$ cat config.mk
export PLATFORM = sky130hd
export DESIGN_NAME = sram_arb_ctrl
export DESIGN_NICKNAME = d
export VERILOG_FILES = /design/src/rtl/sram_arb_ctrl.sv
export SDC_FILE = /design/constraint.sdc
export NUM_CORES = 1
export LEC_CHECK = 0
export ABC_AREA = 1
export ABC_CLOCK_PERIOD_IN_PS = 2200
export CAP_MARGIN = 10
export CORE_MARGIN = 3
export CORE_UTILIZATION = 29
export CTS_CLUSTER_SIZE = 20
export DETAILED_ROUTE_END_ITERATION = 6
export GPL_TIMING_DRIVEN = 1
export PLACE_DENSITY = 0.81
export SETUP_SLACK_MARGIN = 0.05
export SLEW_MARGIN = 25
export SYNTH_ARGS = -nofsm -noshare
export SYNTH_HDL_FRONTEND = slang
export SYNTH_SLANG_ARGS = --single-unit
$ cat constraint.sdc
create_clock -name clk -period 2.2 [get_ports clk]
set_clock_uncertainty 0.05 [all_clocks]
set_input_delay 0.22 -clock clk [delete_from_list [all_inputs] [get_ports clk]]
set_output_delay 0.22 -clock clk [all_outputs]
set_load 0.03 [all_outputs]
$ cat src/rtl/sram_arb_ctrl.sv
// Round-robin arbiter and sequencer for a single-port 32-bit SRAM macro.
// Zero-fills the array after reset, then serves read and byte-masked write requests from two clients.
module sram_arb_ctrl #(
  parameter int AW = 10
) (
  input  logic          clk,
  input  logic          rst,
  input  logic [1:0]    req_valid,
  input  logic [1:0]    req_we,
  input  logic [AW-1:0] req_addr0,
  input  logic [AW-1:0] req_addr1,
  input  logic [31:0]   req_wdata0,
  input  logic [31:0]   req_wdata1,
  input  logic [3:0]    req_be0,
  input  logic [3:0]    req_be1,
  output logic [1:0]    req_ready,
  output logic          rsp_valid,
  output logic          rsp_id,
  output logic [31:0]   rsp_rdata,
  output logic          init_done,
  output logic [AW-1:0] a,
  output logic          cen,
  output logic [31:0]   d,
  output logic          gwen,
  output logic [31:0]   wen,
  input  logic [31:0]   q
);

  typedef enum logic [1:0] {S_INIT, S_IDLE, S_ACCESS} state_t;

  localparam logic [AW:0] INIT_LAST = {1'b0, {AW{1'b1}}};
  localparam logic [AW:0] CNT_ONE   = (AW+1)'(1);

  state_t        state_q, state_d;
  logic [AW:0]   init_cnt_q, init_cnt_d;
  logic          rr_q, rr_d;
  logic          init_done_q, init_done_d;
  logic          rsp_valid_q, rsp_valid_d;
  logic          rsp_id_q, rsp_id_d;
  logic [1:0]    grant;
  logic          sel;
  logic          serving;
  logic [3:0]    be_sel;

  // NOTE: every signal written here gets a default first, so no path can infer a latch.
  always_comb begin
    state_d     = state_q;
    init_cnt_d  = init_cnt_q;
    rr_d        = rr_q;
    init_done_d = init_done_q;
    rsp_valid_d = 1'b0;
    rsp_id_d    = rsp_id_q;
    grant       = 2'b00;
    sel         = 1'b0;
    be_sel      = 4'h0;
    cen         = 1'b0;
    gwen        = 1'b0;
    wen         = '0;
    a           = '0;
    d           = '0;
    // A pending synchronous reset silences the macro and the handshake immediately.
    serving     = init_done_q && !rst;

    unique case (state_q)
      S_INIT: begin
        if (!rst) begin
          cen  = 1'b1;
          gwen = 1'b1;
          wen  = '1;
          a    = init_cnt_q[AW-1:0];
        end
        init_cnt_d = init_cnt_q + CNT_ONE;
        if (init_cnt_q == INIT_LAST) begin
          state_d     = S_IDLE;
          init_done_d = 1'b1;
        end
      end
      default: begin
        state_d = S_IDLE;
        if (serving && (req_valid != 2'b00)) begin
          // The pointer only moves when both clients compete.
          if (req_valid == 2'b11) begin
            sel  = rr_q;
            rr_d = ~rr_q;
          end else begin
            sel = req_valid[1];
          end
          grant[sel] = 1'b1;
          be_sel     = sel ? req_be1 : req_be0;
          cen        = 1'b1;
          gwen       = req_we[sel];
          a          = sel ? req_addr1 : req_addr0;
          if (req_we[sel]) begin
            d = sel ? req_wdata1 : req_wdata0;
            for (int k = 0; k < 4; k++) wen[8*k +: 8] = {8{be_sel[k]}};
          end
          rsp_valid_d = ~req_we[sel];
          rsp_id_d    = sel;
          state_d     = S_ACCESS;
        end
      end
    endcase
  end

  // NOTE: state registers use non-blocking assignments so every flop samples pre-edge values.
  always_ff @(posedge clk) begin
    if (rst) begin
      state_q     <= S_INIT;
      init_cnt_q  <= '0;
      rr_q        <= 1'b0;
      init_done_q <= 1'b0;
      rsp_valid_q <= 1'b0;
      rsp_id_q    <= 1'b0;
    end else begin
      state_q     <= state_d;
      init_cnt_q  <= init_cnt_d;
      rr_q        <= rr_d;
      init_done_q <= init_done_d;
      rsp_valid_q <= rsp_valid_d;
      rsp_id_q    <= rsp_id_d;
    end
  end

  assign req_ready = grant;
  assign rsp_valid = rsp_valid_q && !rst;
  assign rsp_id    = rsp_id_q;
  assign rsp_rdata = q;
  assign init_done = init_done_q;

endmodule

Word-level counts from Yosys, hierarchy flattened
Cells that the tools add are included.
{"block": "totals", "ff_bits": 17, "in_bits": 130, "output_inout_bits": 113, "word_cells": 57}
{"block": "op_classes", "n_addsub": 1, "n_lt_le_gt_ge": 2, "n_eq_ne": 3, "n_mux": 30, "bitwise_logic": 4, "reduce_logical": 11}
{"op": "32-bit two-way mux", "n": 8}
{"op": "10-bit two-way mux", "n": 4}
{"op": "11-bit by 1-bit adder with 11-bit output (second input constant)", "n": 1}
{"op": "11-bit by 10-bit equality test with 1-bit output (second input constant)", "n": 1}
{"op": "1-bit two-way mux", "n": 11}
{"op": "2-bit two-way mux", "n": 5}
{"op": "1-bit logical AND", "n": 4}
{"op": "4-bit two-way mux", "n": 1}
{"op": "1-bit NOT", "n": 4}
{"op": "2-bit AND reduction", "n": 2}
{"op": "3-bit AND reduction", "n": 1}
{"op": "3-bit OR reduction", "n": 1}
{"op": "2-bit equality test (second input constant)", "n": 1}
{"op": "2-bit zero test", "n": 1}
{"op": "1-bit by 2-bit < comparator with 1-bit output (second input constant)", "n": 1}
{"op": "2-bit != test (second input constant)", "n": 1}
{"op": "2-bit nonzero test", "n": 1}
{"op": "1-bit demux with 1-bit select", "n": 1}
{"op": "1-bit >= comparator (second input constant)", "n": 1}
{"op": "1-bit zero test", "n": 1}

Logic depth before layout (Yosys ltp)
{"block": "logic_depth", "word_depth": 11, "depth_mapped": 9, "mapped_depth_nobuf": 7}

Worst setup path after synthesis
No wires, ideal clock.
{"block": "synth_path", "path_type": "reg-to-output", "start": "register init_done_q (netlist: init_done)", "end": "output port wen[10]", "arrival_ns": 2.329, "required_time_ns": 1.930, "setup_slack_ns": -0.399, "path_stages_with_launch": 6, "path_buffers": 1, "path_cell_list": "dfxtp_1 > nand3_2 > nor2_4 > nand2_4 > o21ai_0 > buf_4"}
{"block": "synth_between", "elab_chain_cells": 4}
{"item": "start: declaration", "line": "37", "rtl": "logic init_done_q, init_done_d;"}
{"item": "start signal: assignment", "line": "118", "rtl": "init_done_q <= init_done_d;"}
{"item": "1-bit logical AND", "line": "62", "rtl": "serving = init_done_q && !rst;"}
{"item": "1-bit logical AND", "line": "80", "rtl": "if (serving && (req_valid != 2'b00)) begin"}
{"item": "32-bit two-way mux", "line": "80"}
{"item": "32-bit two-way mux", "line": "64", "rtl": "unique case (state_q)"}
{"item": "end: declaration", "line": "25", "rtl": "output logic [31:0] wen,"}
No other way between the ends.

Final worst setup path
{"block": "layout_path", "start": "input port rst", "end": "output port a[3]"}
{"block": "layout_between", "elab_chain_cells": 5, "elab_cells_between_ends": 6, "cone_classes": "mux (3); reduce/logical (3)"}
{"item": "start: declaration", "line": "7", "rtl": "input logic rst,"}
{"item": "1-bit zero test", "line": "62"}
{"item": "1-bit logical AND", "line": "62"}
{"item": "1-bit logical AND", "line": "80"}
{"item": "10-bit two-way mux", "line": "80"}
{"item": "10-bit two-way mux (*)", "line": "64"}
{"item": "end: declaration", "line": "21", "rtl": "output logic [AW-1:0] a,"}
Every way passes the cells marked *; elsewhere a longest branch is shown, timed or not.

==> results.sh <==
export IMPL_antenna_left=0
export IMPL_met2_usage=0.3118
export IMPL_fin_setup_tns_ps=0
export IMPL_power_density_mw_per_mm2=276.4
export IMPL_antenna_found_initial=0
export IMPL_drive_above_1_share=0.2926
export IMPL_grt_usage=0.1751
export IMPL_initial_core_util=0.3063
export IMPL_root_buffer="clkbuf_8"
export IMPL_die_area_sq_mm=0.008965
export IMPL_r2r_end="rsp_id$_SDFFE_PP0P_"
export IMPL_hold_class="in2reg"
export IMPL_syn_instance_count=378
export IMPL_row_count=31
export IMPL_whs_path_depth=6
export IMPL_grt_remaining_overflow=0
export IMPL_netlist_top_cells_count="98 x nand2_1, 68 x nand3_1, 60 x buf_4"
export IMPL_r2r_setup_slack_ps=670
export IMPL_met1_usage=0.2087
export IMPL_diodes=0
export IMPL_fmax_ghz=0.5017
export IMPL_hpwl_um=7018
export IMPL_final_cell_area_sq_mm=0.003767
export IMPL_required_ps=1930
export IMPL_clkTransAtPathRegs_ps=70
export IMPL_holdPathEnd="rr_q$_SDFFE_PP0P_"
export IMPL_first_global_vias=2505
export IMPL_clock_sinks=17
export IMPL_grtUsageMet3=0.04940
export IMPL_hold_viol=0
export IMPL_hp_start="req_valid[1]"
export IMPL_synth_fp_nets=509
export IMPL_holdWs_ps=383.6
export IMPL_irDropWorstVdd_v=0.0003487
export IMPL_die_x_um=94.69
export IMPL_worstPathMaxFanout=11
export IMPL_synth_top_area_share=0.1975
export IMPL_multi_input_area_sq_mm=0.001292
export IMPL_drv_cap=0
export IMPL_ios=243
export IMPL_htreeDepth=1
export IMPL_status="complete, but fails checks"
export IMPL_ff2ff_path_depth=5
export IMPL_p_leak_uw=0.001717
export IMPL_gp_congestion=0.9560
export IMPL_async_flop_share=0
export IMPL_fin_util=0.5059
export IMPL_tightestPinTransition_ps=453.5
export IMPL_ys_ff_latch=17
export IMPL_layout_nets=631
export IMPL_die_h_um=94.69
export IMPL_coreArea_sq_mm=0.007447
export IMPL_maxSlewHeadroom=0.6945
export IMPL_grt_busiest_layer="met2"
export IMPL_wl_per_cell_um=14.49
export IMPL_synth_edff_count=0
export IMPL_violations="DRC"
export IMPL_register_area_sq_um=340.3
export IMPL_grt_pass1_wl_um=12680
export IMPL_postRouteWirelength_um=8668
export IMPL_synth_area_sq_mm=0.002281
export IMPL_setup_violations=0
export IMPL_fin_crit_ps=1993
export IMPL_ys_types=24
export IMPL_area_growth_pct=65.17
export IMPL_critPathKind="in2out"
export IMPL_netlist_top_cells_area="buf_4 20%, nand2_1 16%, dfxtp_1 15%"
export IMPL_synth_most_common_cell="nand2_1"
export IMPL_crit_arrival_ps=1720
export IMPL_drc=4
export IMPL_yosysWarnings=0
export IMPL_worstSetupEndpointType="primary output"
export IMPL_fin_crit_sh=0.9059
export IMPL_yosysTopAreaCell="buf_4"
export IMPL_vias_per_cell=4.580
export IMPL_synth_yosys_seq_area_share=0.1492
export IMPL_avgSynthCellArea_sq_um=6.034
export IMPL_fillers=712
export IMPL_worstReg2RegStart="state_q[1]$_SDFFE_PP0P_"
export IMPL_postPlaceCellArea_sq_mm=0.003660
export IMPL_cts_tree="yes"
export IMPL_drt_initial_drc_count=143
export IMPL_cts_path_max_buffers=2
export IMPL_rsz0062_at_grt="false"
export IMPL_startpoint_type="input pin"
export IMPL_grt_max_degree=27
export IMPL_cts_buffers=3
export IMPL_drv_slew=0
export IMPL_synthFlopType="dfxtp_1"
export IMPL_vias=2739
export IMPL_dr_pass1_iters=7
export IMPL_portBuffers=178
export IMPL_clk_latency_ps=250
-- worst max-delay path by stage --
stage / startpoint / to / slack [ps] / cells past startpoint
2_1_floorplan: init_done$_SDFFE_PP0P_ / wen[10] / -5 / 5
3_3_place_gp: req_valid[0] / wen[2] / 80 / 9
3_5_place_dp: req_valid[0] / d[1] / 50 / 7
4_1_cts: req_valid[0] / wen[2] / 80 / 9
5_1_grt: rst / a[3] / 50 / 8
6_report: rst / a[3] / 210 / 8
-- critical path: stages --
cell and delay, ps:
clkdlybuf4s50_1 440, inv_2 120, nand2_1 70, a21oi_1 180
buf_4 210, nand3_1 90, o21ai_0 210, buf_12 180
-- where the power goes --
part	leakage, uW	switching, uW	internal, uW
logic	0.00155	233	257
clock network	0.0000255	108	126
registers	0.000138	5.02	313
-- layout by cell type (no fill, tap or decap), types with 3 or more instances in the layout --
cell | netlist | routed
a21oi_1 | 11 | 10
a21oi_2 | 29 | 30
buf_12 | 0 | 10
buf_4 | 60 | 90
clkbuf_8 | 0 | 3
clkdlybuf4s50_1 | 0 | 98
dfxtp_1 | 17 | 17
inv_1 | 19 | 19
nand2_1 | 98 | 96
nand3_1 | 68 | 68
nor2_1 | 24 | 24
o21ai_0 | 14 | 10
o21ai_1 | 0 | 3
-- metrics by stage --
step           power, uW  worst slack [ps]  instances
3_3_place_gp       807.3             80.52        590
2_1_floorplan      677.4            -4.528        378
3_5_place_dp       811.6             53.58        590
6_report            1041             206.9        598
4_1_cts             1047             79.63        594
5_1_grt             1102             48.03        598
-- flip-flops by register name, summed over array words and instances, names as in the netlist --
register,cells
init_cnt_q,11
rsp_valid_q,1
rsp_id,1
init_done,1
rr_q,1
state_q,2
-- cells by family after synthesis --
kind of cell	share of synthesized area
and+or+nand+nor	0.3823
xor gates and xnor gates	0.003841
AOI/OAI and AO/OA	0.1695
DFF	0.1492
adders and majority gates	0.005485
buffers and inverters	0.2896
-- final cells by class --
cell class,instances,area share
sequential,17,0.09034
clock buffer,3,0.01096
multi-input combinational,256,0.3431
inverter,21,0.02092
timing repair buffer,201,0.5005
tap,99,0.03288
clock inverter,1,0.001328
-- metal layers --
metal / up-vias / wire, um
met5: - / 0
met4: 0 / 82
met3: 12 / 790
met2: 120 / 4297
met1: 1202 / 3498
li1: 1405 / -
-- repair_timing --
action,4_1_cts,5_1_grt
hold buffers,0,0
pin swaps,0,2
setup endpoints to repair,1,61
resized for setup,1,5
setup buffers,0,4
Note: power is estimated with default switching activity, not from simulation.
